===== config.mk =====
export PLATFORM = sky130hd
export DESIGN_NAME = cb_param
export DESIGN_NICKNAME = d
export VERILOG_FILES = /design/src/rtl/cb_param.sv
export SDC_FILE = /design/constraint.sdc
export NUM_CORES = 1
export LEC_CHECK = 0
export BUFFER_PORTS_ARGS = -buffer_cell sky130_fd_sc_hd__clkbuf_2
export CORE_AREA = 4 4 137 139
export CTS_CLUSTER_DIAMETER = 60
export DETAILED_ROUTE_END_ITERATION = 7
export DIE_AREA = 0 0 141 143
export PLACE_DENSITY_LB_ADDON = 0.05
export SLEW_MARGIN = 20
export SYNTH_ARGS = -nofsm -noshare
export SYNTH_HDL_FRONTEND = slang
export SYNTH_SLANG_ARGS = --single-unit

===== constraint.sdc =====
create_clock -name clb_clk -period 2.2 [get_ports clb_clk]
set_input_delay 0.33 -clock clb_clk [delete_from_list [all_inputs] [get_ports clb_clk]]
set_output_delay 0.33 -clock clb_clk [all_outputs]
set_load 0.02 [all_outputs]

===== src/rtl/cb_param.sv =====
// rtl/cb_param.sv - parametrised connection block with serial daisy-chain config and shadow/commit stage
// Optional feature macro: CB_PARITY_EN (adds one even-parity bit to the chain and checks it at commit).
module cb_param #(
    parameter int CHAN_W = 4,
    parameter int SIDES  = 4
) (
    input  logic                     clb_clk,
    input  logic                     rst,
    input  logic                     prog_in,
    input  logic                     prog_en,
    output logic                     prog_out,
    output logic                     cfg_valid,
    output logic                     cfg_err,
    input  logic [SIDES*CHAN_W-1:0]  in_bus,
    output logic [SIDES*CHAN_W-1:0]  out_bus
);

    localparam int NTRK    = SIDES * CHAN_W;
    localparam int NSRC    = (SIDES - 1) * CHAN_W;
    localparam int SEL_W   = $clog2(NSRC + 1);
    localparam int FW      = SEL_W + 1;
    localparam int CFG_LEN = NTRK * FW;
    localparam int NCAND   = 1 << SEL_W;
`ifdef CB_PARITY_EN
    localparam int LEN     = CFG_LEN + 1;
`else
    localparam int LEN     = CFG_LEN;
`endif
    localparam int CNT_W   = $clog2(LEN + 2);

    typedef enum logic [1:0] {
        ST_IDLE   = 2'd0,
        ST_SHIFT  = 2'd1,
        ST_COMMIT = 2'd2
    } state_t;

    state_t              r_state;
    state_t              w_state_nxt;
    logic [LEN-1:0]      r_sr;
    logic [CFG_LEN-1:0]  r_active;
    logic [CNT_W-1:0]    r_cnt;
    logic [CNT_W-1:0]    w_cnt_nxt;
    logic                r_valid;
    logic                r_err;
    logic [NTRK-1:0]     r_out_q;
    logic                w_shift;
    logic                w_commit;
    logic                w_reject;
    logic                w_parity_ok;
    logic [CFG_LEN-1:0]  w_sr_cfg;
    logic [NTRK-1:0]     w_mux;
    logic [NTRK-1:0]     w_reg_en;

`ifdef CB_PARITY_EN
    // Parity bit is the last one shifted in and is not part of the routing image.
    assign w_parity_ok = ~(^r_sr);
    assign w_sr_cfg    = r_sr[CFG_LEN-1:0];
`else
    assign w_parity_ok = 1'b1;
    assign w_sr_cfg    = r_sr;
`endif

    always_comb begin
        w_state_nxt = r_state;
        w_cnt_nxt   = r_cnt;
        w_shift     = 1'b0;
        w_commit    = 1'b0;
        w_reject    = 1'b0;
        case (r_state)
            ST_IDLE: begin
                if (prog_en) begin
                    w_shift     = 1'b1;
                    w_cnt_nxt   = CNT_W'(1);
                    w_state_nxt = ST_SHIFT;
                end
            end
            ST_SHIFT: begin
                if (prog_en) begin
                    w_shift = 1'b1;
                    if (r_cnt != CNT_W'(LEN + 1)) begin
                        w_cnt_nxt = r_cnt + CNT_W'(1);
                    end
                end else begin
                    w_state_nxt = ST_COMMIT;
                end
            end
            ST_COMMIT: begin
                if ((r_cnt == CNT_W'(LEN)) && w_parity_ok) begin
                    w_commit = 1'b1;
                end else begin
                    w_reject = 1'b1;
                end
                w_cnt_nxt   = '0;
                w_state_nxt = ST_IDLE;
            end
            default: begin
                w_cnt_nxt   = '0;
                w_state_nxt = ST_IDLE;
            end
        endcase
    end

    always_ff @(posedge clb_clk or negedge rst) begin
        if (!rst) begin
            r_state <= ST_IDLE;
            r_cnt   <= '0;
        end else begin
            r_state <= w_state_nxt;
            r_cnt   <= w_cnt_nxt;
        end
    end

    // Routing only ever changes from the shadow copy, so shifting never disturbs out_bus.
    always_ff @(posedge clb_clk or negedge rst) begin
        if (!rst) begin
            r_sr     <= '0;
            r_active <= '0;
            r_valid  <= 1'b0;
            r_err    <= 1'b0;
        end else begin
            if (w_shift) begin
                r_sr <= {prog_in, r_sr[LEN-1:1]};
            end
            if (w_commit) begin
                r_active <= w_sr_cfg;
                r_valid  <= 1'b1;
                r_err    <= 1'b0;
            end else if (w_reject) begin
                r_err    <= 1'b1;
            end
        end
    end

    // Candidate k of track j: k=0 and k>NSRC are constant 0; otherwise walk the other sides in order.
    for (genvar j = 0; j < NTRK; j++) begin : g_trk
        localparam int S = j / CHAN_W;
        logic [NCAND-1:0] w_cand;
        logic [SEL_W-1:0] w_sel;

        for (genvar k = 0; k < NCAND; k++) begin : g_src
            if ((k >= 1) && (k <= NSRC)) begin : g_on
                assign w_cand[k] = in_bus[((S + 1 + (k - 1) / CHAN_W) % SIDES) * CHAN_W + (k - 1) % CHAN_W];
            end else begin : g_off
                assign w_cand[k] = 1'b0;
            end
        end

        assign w_sel       = r_active[j*FW +: SEL_W];
        assign w_reg_en[j] = r_active[j*FW + SEL_W];
        assign w_mux[j]    = w_cand[w_sel];
        assign out_bus[j]  = w_reg_en[j] ? r_out_q[j] : w_mux[j];
    end

    always_ff @(posedge clb_clk or negedge rst) begin
        if (!rst) begin
            r_out_q <= '0;
        end else begin
            r_out_q <= w_mux;
        end
    end

    assign prog_out  = r_sr[0];
    assign cfg_valid = r_valid;
    assign cfg_err   = r_err;

endmodule

-- Word-level counts from Yosys, hierarchy flattened
Index checks and enable logic that the tools add are counted.
- bits in registers: 187
- input bits: 20
- output and inout port bits: 19
- logic and storage cells: 100
- add/subtract/negate cells: 1
- $lt $le $gt $ge: 16
- eq/ne operators: 8
- multiplexer cells: 63
- reduce and logical (&&, ||, !) cells: 5
- operator list (operator ; number):
    4-bit by 5-bit < comparator with 1-bit output, second input constant ; 16
    1-bit binary-select mux with 4-bit select ; 16
    1-bit two-way mux ; 40
    7-bit two-way mux ; 3
    7-bit one-hot mux with 2 select lines ; 1
    2-bit != test, second input constant ; 4
    7-bit by 1-bit adder with 7-bit output, second input constant ; 1
    7-bit == test, second input constant ; 1
    7-bit != test, second input constant ; 1
    2-bit two-way mux ; 2
    2-bit one-hot mux with 2 select lines ; 1
    3-bit AND reduction ; 1
    2-bit by 1-bit == test with 1-bit output, second input constant ; 1
    2-bit == test, second input constant ; 1
    2-bit zero test ; 1
    2-bit AND reduction ; 1
    2-bit nonzero test ; 1
    2-bit OR reduction ; 1

-- Depth between registers and ports, before layout
Gate-level depths: netlist of run 1.
- depth after elaboration: 5
- gate-level depth with buffers: 7
- gate-level depth less buffers: 5

-- Least setup slack after synthesis of run 1
Ideal clock, no wire load.
- path type: input to output
- start: in in_bus[4]
- end: out out_bus[13]
- data arrival time: 1.578 ns
- data required time: 1.870 ns
- slack: 0.292 ns
- stages on the path: 5
- path buffers: 1
- cell sequence: clkbuf_1 nand2_1 o22a_1 a221o_1 a41oi_1
- longest elaborated chain between the ends: 3
- ends and longest elaborated chain (element ; RTL line ; source):
    from (decl) ; 14 ; input logic [SIDES*CHAN_W-1:0] in_bus,
    1-bit binary-select mux with 4-bit select ; 150 ; assign w_mux[j] = w_cand[w_sel];
    1-bit two-way mux (not written as such) ; 150 ;
    1-bit two-way mux ; 151 ; assign out_bus[j] = w_reg_en[j] ? r_out_q[j] : w_mux[j];
    to (decl) ; 15 ; output logic [SIDES*CHAN_W-1:0] out_bus
Every way passes these cells. The select of a mux whose other input is x is not followed.

-- Worst setup path after layout of run 1
- start: reg r_active[45]
- end: out out_bus[9]
- longest elaborated chain between the ends: 3
- ends and longest elaborated chain (element ; RTL line ; source):
    from (decl) ; 40 ; logic [CFG_LEN-1:0] r_active;
    from (signal assigned) ; 125 ; r_active <= w_sr_cfg;
    1-bit binary-select mux with 4-bit select ; 150 ;
    1-bit two-way mux (not written as such) ; 150 ;
    1-bit two-way mux ; 151 ;
Every way passes these cells. The select of a mux whose other input is x is not followed.

==> impl_metrics.toml, run 1 <==
[global_route]
met1_usage_pct = 31.73
gr-usage-met2_pct = 38.10
grt_start_max_net_pins = 69
grt_pass1_wl_mm = 36.89
grt_pass1_vias = 7047
top_usage_layer = "met2"
gr-usage-all-layers_pct = 23.05
use_met3_pct = 3.918
antenna_found_initial = 0
overflow = 0

[setup_path]
cp-end-kind = "primary output"
cp-start-kind = "flop"
path_class = "reg -> out"
critical_path_required_ns = 1.87
cp.arrival_ns = 2.05
rr_worst_depth = 13
critPathMaxFanout = 4

[timing]
period_needed_ns = 2.378
finalWorstSetupSlack_ns = -0.1777
min_period_over_period_pct = 108.1
skew_ns = 0.009011
drv_slew = 0
maxSlewHeadroom_pct = 57.63
rsz0062_at_grt = "true"
setup_viol = 13
tightest_slew_ns = 0.6355
hold_viol = 0
max_freq_mhz = 420.6

[die]
die_h_um = 143
core-area_um2 = 17660
dieArea_um2 = 20160
rows = 49
start_util_pct = 54.68
io_pins = 39
die_w_um = 141

[synthesis]
yosys.area_share.simple_pct = 16.57
synthesis.nets = 942
syn_inst = 919
synth_top_family_by_area = "multiplexers"
synth_ff_type = "dfrtp_1"
yosysWarnings = 0
synthArstFlopShare_pct = 100.0
post_synth_num_cell_types = 46
synthMuxAreaShare_pct = 21.29
synth_edf_count = 0
ys_ff_latch = 187
seq_area_frac_synth_pct = 48.46
netlist_area_um2 = 9656
synth.area.top_cells = "dfrtp_1 (48%), mux2_4 (12%), nand2_1 (11%)"
synth.avg_cell_area_um2 = 10.51
synth_xor_area_share_pct = 0.2721
synth_top_area_share_pct = 48.46
synth_compound_area_share_pct = 6.998
synth-adder-area-share_pct = 0.3888
yosysTopAreaCell = "dfrtp_1"

[detailed_routing]
wl_per_cell_um = 18.63
first_pass_iters = 6
dr.first_iter.drc_count = 293
drt_wl_total_mm = 22.60
drc = 0
antenna_left = 0
vias_per_cell = 5.669
vias = 6876

[place]
place_congestion = 0.8574
dp_hpwl_mm = 13.94
io_buffers = 38

[cells_and_area]
final_util_pct = 64.14
regArea_um2 = 4711
area_growth_pct = 17.30
drive_gt1_share_pct = 30.49
multi_input_area_um2 = 4667
n_antenna_cell = 0
fillers = 1403
nets = 996

[status]
status = "finished with violations"
violations = "setup timing"

[power]
peakVddDrop_mv = 0.5129
power-per-cell-area_nw_per_um2 = 648.4
leakage_nw = 5.552
totalPowerFinal_mw = 7.344

[cts]
clockBufferDepth = 2
clock_latency_ns = 0.43
clkSlewWorstSetupHoldPaths_ns = 0.07
cts_root_buffer = "clkbuf_16"
cts_sinks = 187
cts_tree = "yes"
htreeDepth = 4
cts_made_buffers = 17

[worst_hold_path]
hold_path.class = "in -> reg"
hold_depth = 3

[job]
cap_violations = 0
-- synth_stat cells (2+ instances only) --
| cell type | count |
|---|---|
| nand3b_1 | 16 |
| mux2i_1 | 49 |
| or3_1 | 7 |
| o22ai_1 | 9 |
| a311o_1 | 8 |
| a31oi_1 | 15 |
| o21ai_1 | 8 |
| buf_1 | 6 |
| mux2_4 | 78 |
| mux2_2 | 19 |
| buf_12 | 8 |
| buf_2 | 20 |
| o21ai_0 | 12 |
| dfrtp_1 | 187 |
| buf_6 | 2 |
| o31ai_1 | 9 |
| o22a_1 | 6 |
| a41oi_1 | 7 |
| nand2_1 | 280 |
| nand3_1 | 14 |
| inv_1 | 35 |
| xor2_1 | 2 |
| ha_1 | 3 |
| clkbuf_1 | 36 |
| nor3_1 | 3 |
| a21oi_1 | 6 |
| nor2_1 | 21 |
| nor4bb_1 | 8 |
| nand2b_1 | 14 |
| a221o_1 | 6 |
| mux4_2 | 8 |
| o2111ai_1 | 3 |
-- per-layer routing --
metal	wire (um)	part of all wire (%)	vias to the layer above
met5	0	0	-
met4	318	1.4	0
met3	880	3.9	26
met2	10860	48	142
met1	10540	47	3486
li1	-	-	3222
-- repair_timing --
action / in CTS / in global routing
gates resized for setup: 71 / 41
endpoints found under the setup margin: 16 / 17
setup buffers: 25 / 9
hold endpoints to repair: 64 / 0
pin swaps: 39 / 23
hold buffers: 1 / 0
-- metrics by stage --
| stage | TNS (ns) | setup WS (ns) | hold WS, ns | area (um^2) | cells |
|---|---|---|---|---|---|
| 6_report | -0.8046 | -0.1777 | 0.09367 | 11330 | 1213 |
| 5_1_grt | -2.038 | -0.2493 | 0.1145 | 11330 | 1213 |
| 4_1_cts | -0.8242 | -0.1631 | 0.08331 | 11140 | 1205 |
| 3_5_place_dp | 0 | 0.06188 | 0.3816 | 10040 | 1149 |
| 3_3_place_gp | 0 | 0.07826 | 0.3752 | 10040 | 1149 |
| 2_1_floorplan | 0 | 0.2922 | 0.03441 | 9656 | 919 |
-- placed cells by master (no fill, tap or decap), drive strengths merged, types with 2 or more instances in the layout --
cell and n:
xor2 2, a311o 8, mux4 8, mux2 97, o22a 6, nor4bb 8, buf 79, mux2i 49
or3 7, nor3 3, inv 38, a21oi 6, a221o 6, o21ai 20, nand2b 14, a41oi 7
dfrtp 187, o31ai 9, nand3 14, clkbuf 49, a31oi 15, o22ai 9, o2111ai 3, nand2 280
bufinv 3, nor2 21, ha 3, clkinv 3, nand3b 16
-- worst paths after layout --
kind                       slack [ns]    startpoint      endpoint
max                             -0.18  r_active[45]    out_bus[9]
min reg2reg                      0.47     cfg_valid     cfg_valid
min                              0.09       prog_in      r_sr[79]
max in group asynchronous        0.99           rst  r_active[70]
max reg2reg                      0.12  r_active[30]    r_out_q[6]
min in group asynchronous        0.48           rst  r_active[22]
-- power by group --
group	internal (mW)	switching, mW	leakage, nW
clock network	1.88	1.32	0.296
logic	0.167	0.337	2.71
registers	3.55	0.0903	2.55
-- critical path, stage by stage (launching register included) --
cell and delay, ns:
dfrtp_2 0.45, mux2_4 0.30, mux4_2 0.52, nor3_4 0.14, a221oi_2 0.05, buf_2 0.17
-- final cells by class --
cell class / count / share of cell area (%)
sequential: 187 / 41.59
multi-input combinational: 623 / 41.21
timing repair buffer: 108 / 8.109
clock buffer: 21 / 4.154
tap: 229 / 2.530
clock inverter: 9 / 1.215
inverter: 36 / 1.193
-- flip-flops by register name, summed over array words and instances (netlist names) --
| signal | flops |
|---|---|
| cfg_err | 1 |
| cfg_valid | 1 |
| r_active | 80 |
| r_cnt | 7 |
| r_out_q | 16 |
| r_sr | 80 |
| r_state | 2 |
-- logic make-up after synthesis --
kind of cell             count (synthesis)
flip-flops                             187
buffers and inverters                  109
AND/OR/NAND/NOR                        368
adder cells (fa/ha/maj)                  3
AO/OA/AOI/OAI                           95
XOR/XNOR                                 3
multiplexers                           154
(Power assumes the default switching activity.)
==> run 2: changes to the inputs <==
SETUP_SLACK_MARGIN = 0.3   (was unset)
==> run 2 against run 1 <==
  * The run still ends with setup timing left
  * Design area grew 0.39%
  * Power grew 2.5%
  * Count of clock-buffer cells in the layout is the same
  * Wire length shrank 0.27%
  * Combinational power shrank 3%
  * Clock skew shrank 0.0016 ns
  * Largest power group unchanged
==> impl_metrics.toml, run 2 (synthesis results as in run 1) <==
[detailed_routing]
drc = 0
drt_wl_total_mm = 22.53
vias_per_cell = 5.635
vias = 6790
wl_per_cell_um = 18.70
dr.first_iter.drc_count = 501
antenna_left = 0
first_pass_iters = 5

[cts]
clock_latency_ns = 0.43
clockBufferDepth = 2
clkSlewWorstSetupHoldPaths_ns = 0.07
cts_made_buffers = 17
cts_root_buffer = "clkbuf_16"
cts_sinks = 187
htreeDepth = 4
cts_tree = "yes"

[die]
core-area_um2 = 17660
dieArea_um2 = 20160
rows = 49
io_pins = 39
start_util_pct = 54.68
die_w_um = 141
die_h_um = 143

[place]
place_congestion = 0.8607
dp_slack_ns = 0.08069
io_buffers = 38
placed_cell_area_um2 = 10110
dp_hpwl_mm = 14.09

[setup_path]
worstPathCellList = "mux2_4 > mux4_2 > nor3_2 > a221oi_2 > buf_4"
rr_worst_depth = 5
cp-start-kind = "flop"
worst-path-buf-inv = 1
path_delay_family = "multiplexers"
critPathMaxFanout = 4
cp.arrival_ns = 2.02
critPathSlowestCell = "mux4_2"
r2r_setup_slack_ns = 0.29
cp-end-kind = "primary output"
critical_path_required_ns = 1.87
slowest_delay_ns = 0.50
path_class = "reg -> out"
path_depth = 5

[timing]
min_period_over_period_pct = 106.9
period_needed_ns = 2.351
hold-worst-slack_ns = 0.09368
setup_viol = 12
hold_viol = 0
maxSlewHeadroom_pct = 69.44
max_freq_mhz = 425.4
rsz0062_at_grt = "true"
drv_slew = 0
finalWorstSetupSlack_ns = -0.1509
skew_ns = 0.007367
tightest_slew_ns = 0.4584

[power]
p_int_mw = 5.789
peakVddDrop_mv = 0.5626
clockPowerShare_pct = 45.1
p_sw_share_pct = 23.08
totalPowerFinal_mw = 7.526
seqPwrFrac_pct = 48.4
switching_power_mw = 1.737
power-per-cell-area_nw_per_um2 = 661.9
power_frac_comb_pct = 6.5
leakage_nw = 5.580

[status]
status = "finished with violations"
violations = "setup timing"

[cells_and_area]
final_area_um2 = 11370
drive_gt1_share_pct = 29.61
fillers = 1397
final_common_cell = "nand2_1"
regArea_um2 = 4711
n_antenna_cell = 0
area_growth_pct = 17.75
multi_input_area_um2 = 4634
nets = 986
top_regs = "r_active (80), r_sr (80), r_out_q (16)"
final_cell_mix = "nand2_1 (280), dfrtp_1 (162), mux2_4 (84)"

[global_route]
overflow = 0
grt_pass1_wl_mm = 37.17
grt_pass1_vias = 7121
antenna_found_initial = 0
grt_start_max_net_pins = 81
gr-usage-all-layers_pct = 23.06

[worst_hold_path]
hold_path.class = "in -> reg"
hold_depth = 3

[job]
cap_violations = 0
==> run 2: power groups by stage <==
stage / Clock (mW) / Combinational [mW] / Sequential (mW)
2_1_floorplan: 0 / 0.258 / 3.68
3_3_place_gp: 0 / 0.465 / 3.70
3_5_place_dp: 0 / 0.484 / 3.71
4_1_cts: 3.46 / 0.492 / 3.64
5_1_grt: 3.64 / 0.549 / 3.66
6_report: 3.39 / 0.490 / 3.64
==> run 2: path summary, 6_finish.rpt <==
kind | from | end
setup reg to reg | r_cnt[3] | r_active[37]
min in group asynchronous | rst | r_active[20]
setup / recovery | r_active[45] | out_bus[9]
hold / removal | prog_in | r_sr[79]
hold reg to reg | cfg_valid | cfg_valid
max in group asynchronous | rst | r_active[8]
==> run 2: repair_timing <==
item / CTS / global route
setup endpoints to repair: 16 / 79
setup buffers: 10 / 12
hold buffers: 1 / 0
endpoints found under the hold margin: 48 / 0
gates resized for setup: 62 / 47
pin swaps: 40 / 18
cloned: 0 / 2
==> run 2: layout make-up <==
type | count | area share, %
repair buffers | 98 | 8.375
multi-input cells | 623 | 40.76
flip-flops and latches | 187 | 41.43
inverters | 36 | 1.189
clock inverters | 11 | 1.673
clock buffers | 21 | 4.050
well taps | 229 | 2.520
==> run 2: through the flow <==
step,instances,setup TNS [ns],util [%]
floorplan,919,0,-
global placement,1148,0,57.24
detailed placement,1148,0,57.24
CTS,1191,-0.9523,62.73
global route,1205,-1.900,64.39
finish,1205,-0.6921,64.39
==> run 2: per-layer routing <==
metal	vias to the layer above	wire, um	GRT usage, %
li1	3204	-	-
met1	3433	10330	31.14
met2	122	11050	37.63
met3	31	794	4.756
met4	0	361	7.649
met5	-	0	0
==> run 2: tightest hold or removal path: cells and delay by family <==
family	cells	cell delay [ns]
buffers and inverters	1	0.07
and+or+nand+nor	2	0.09
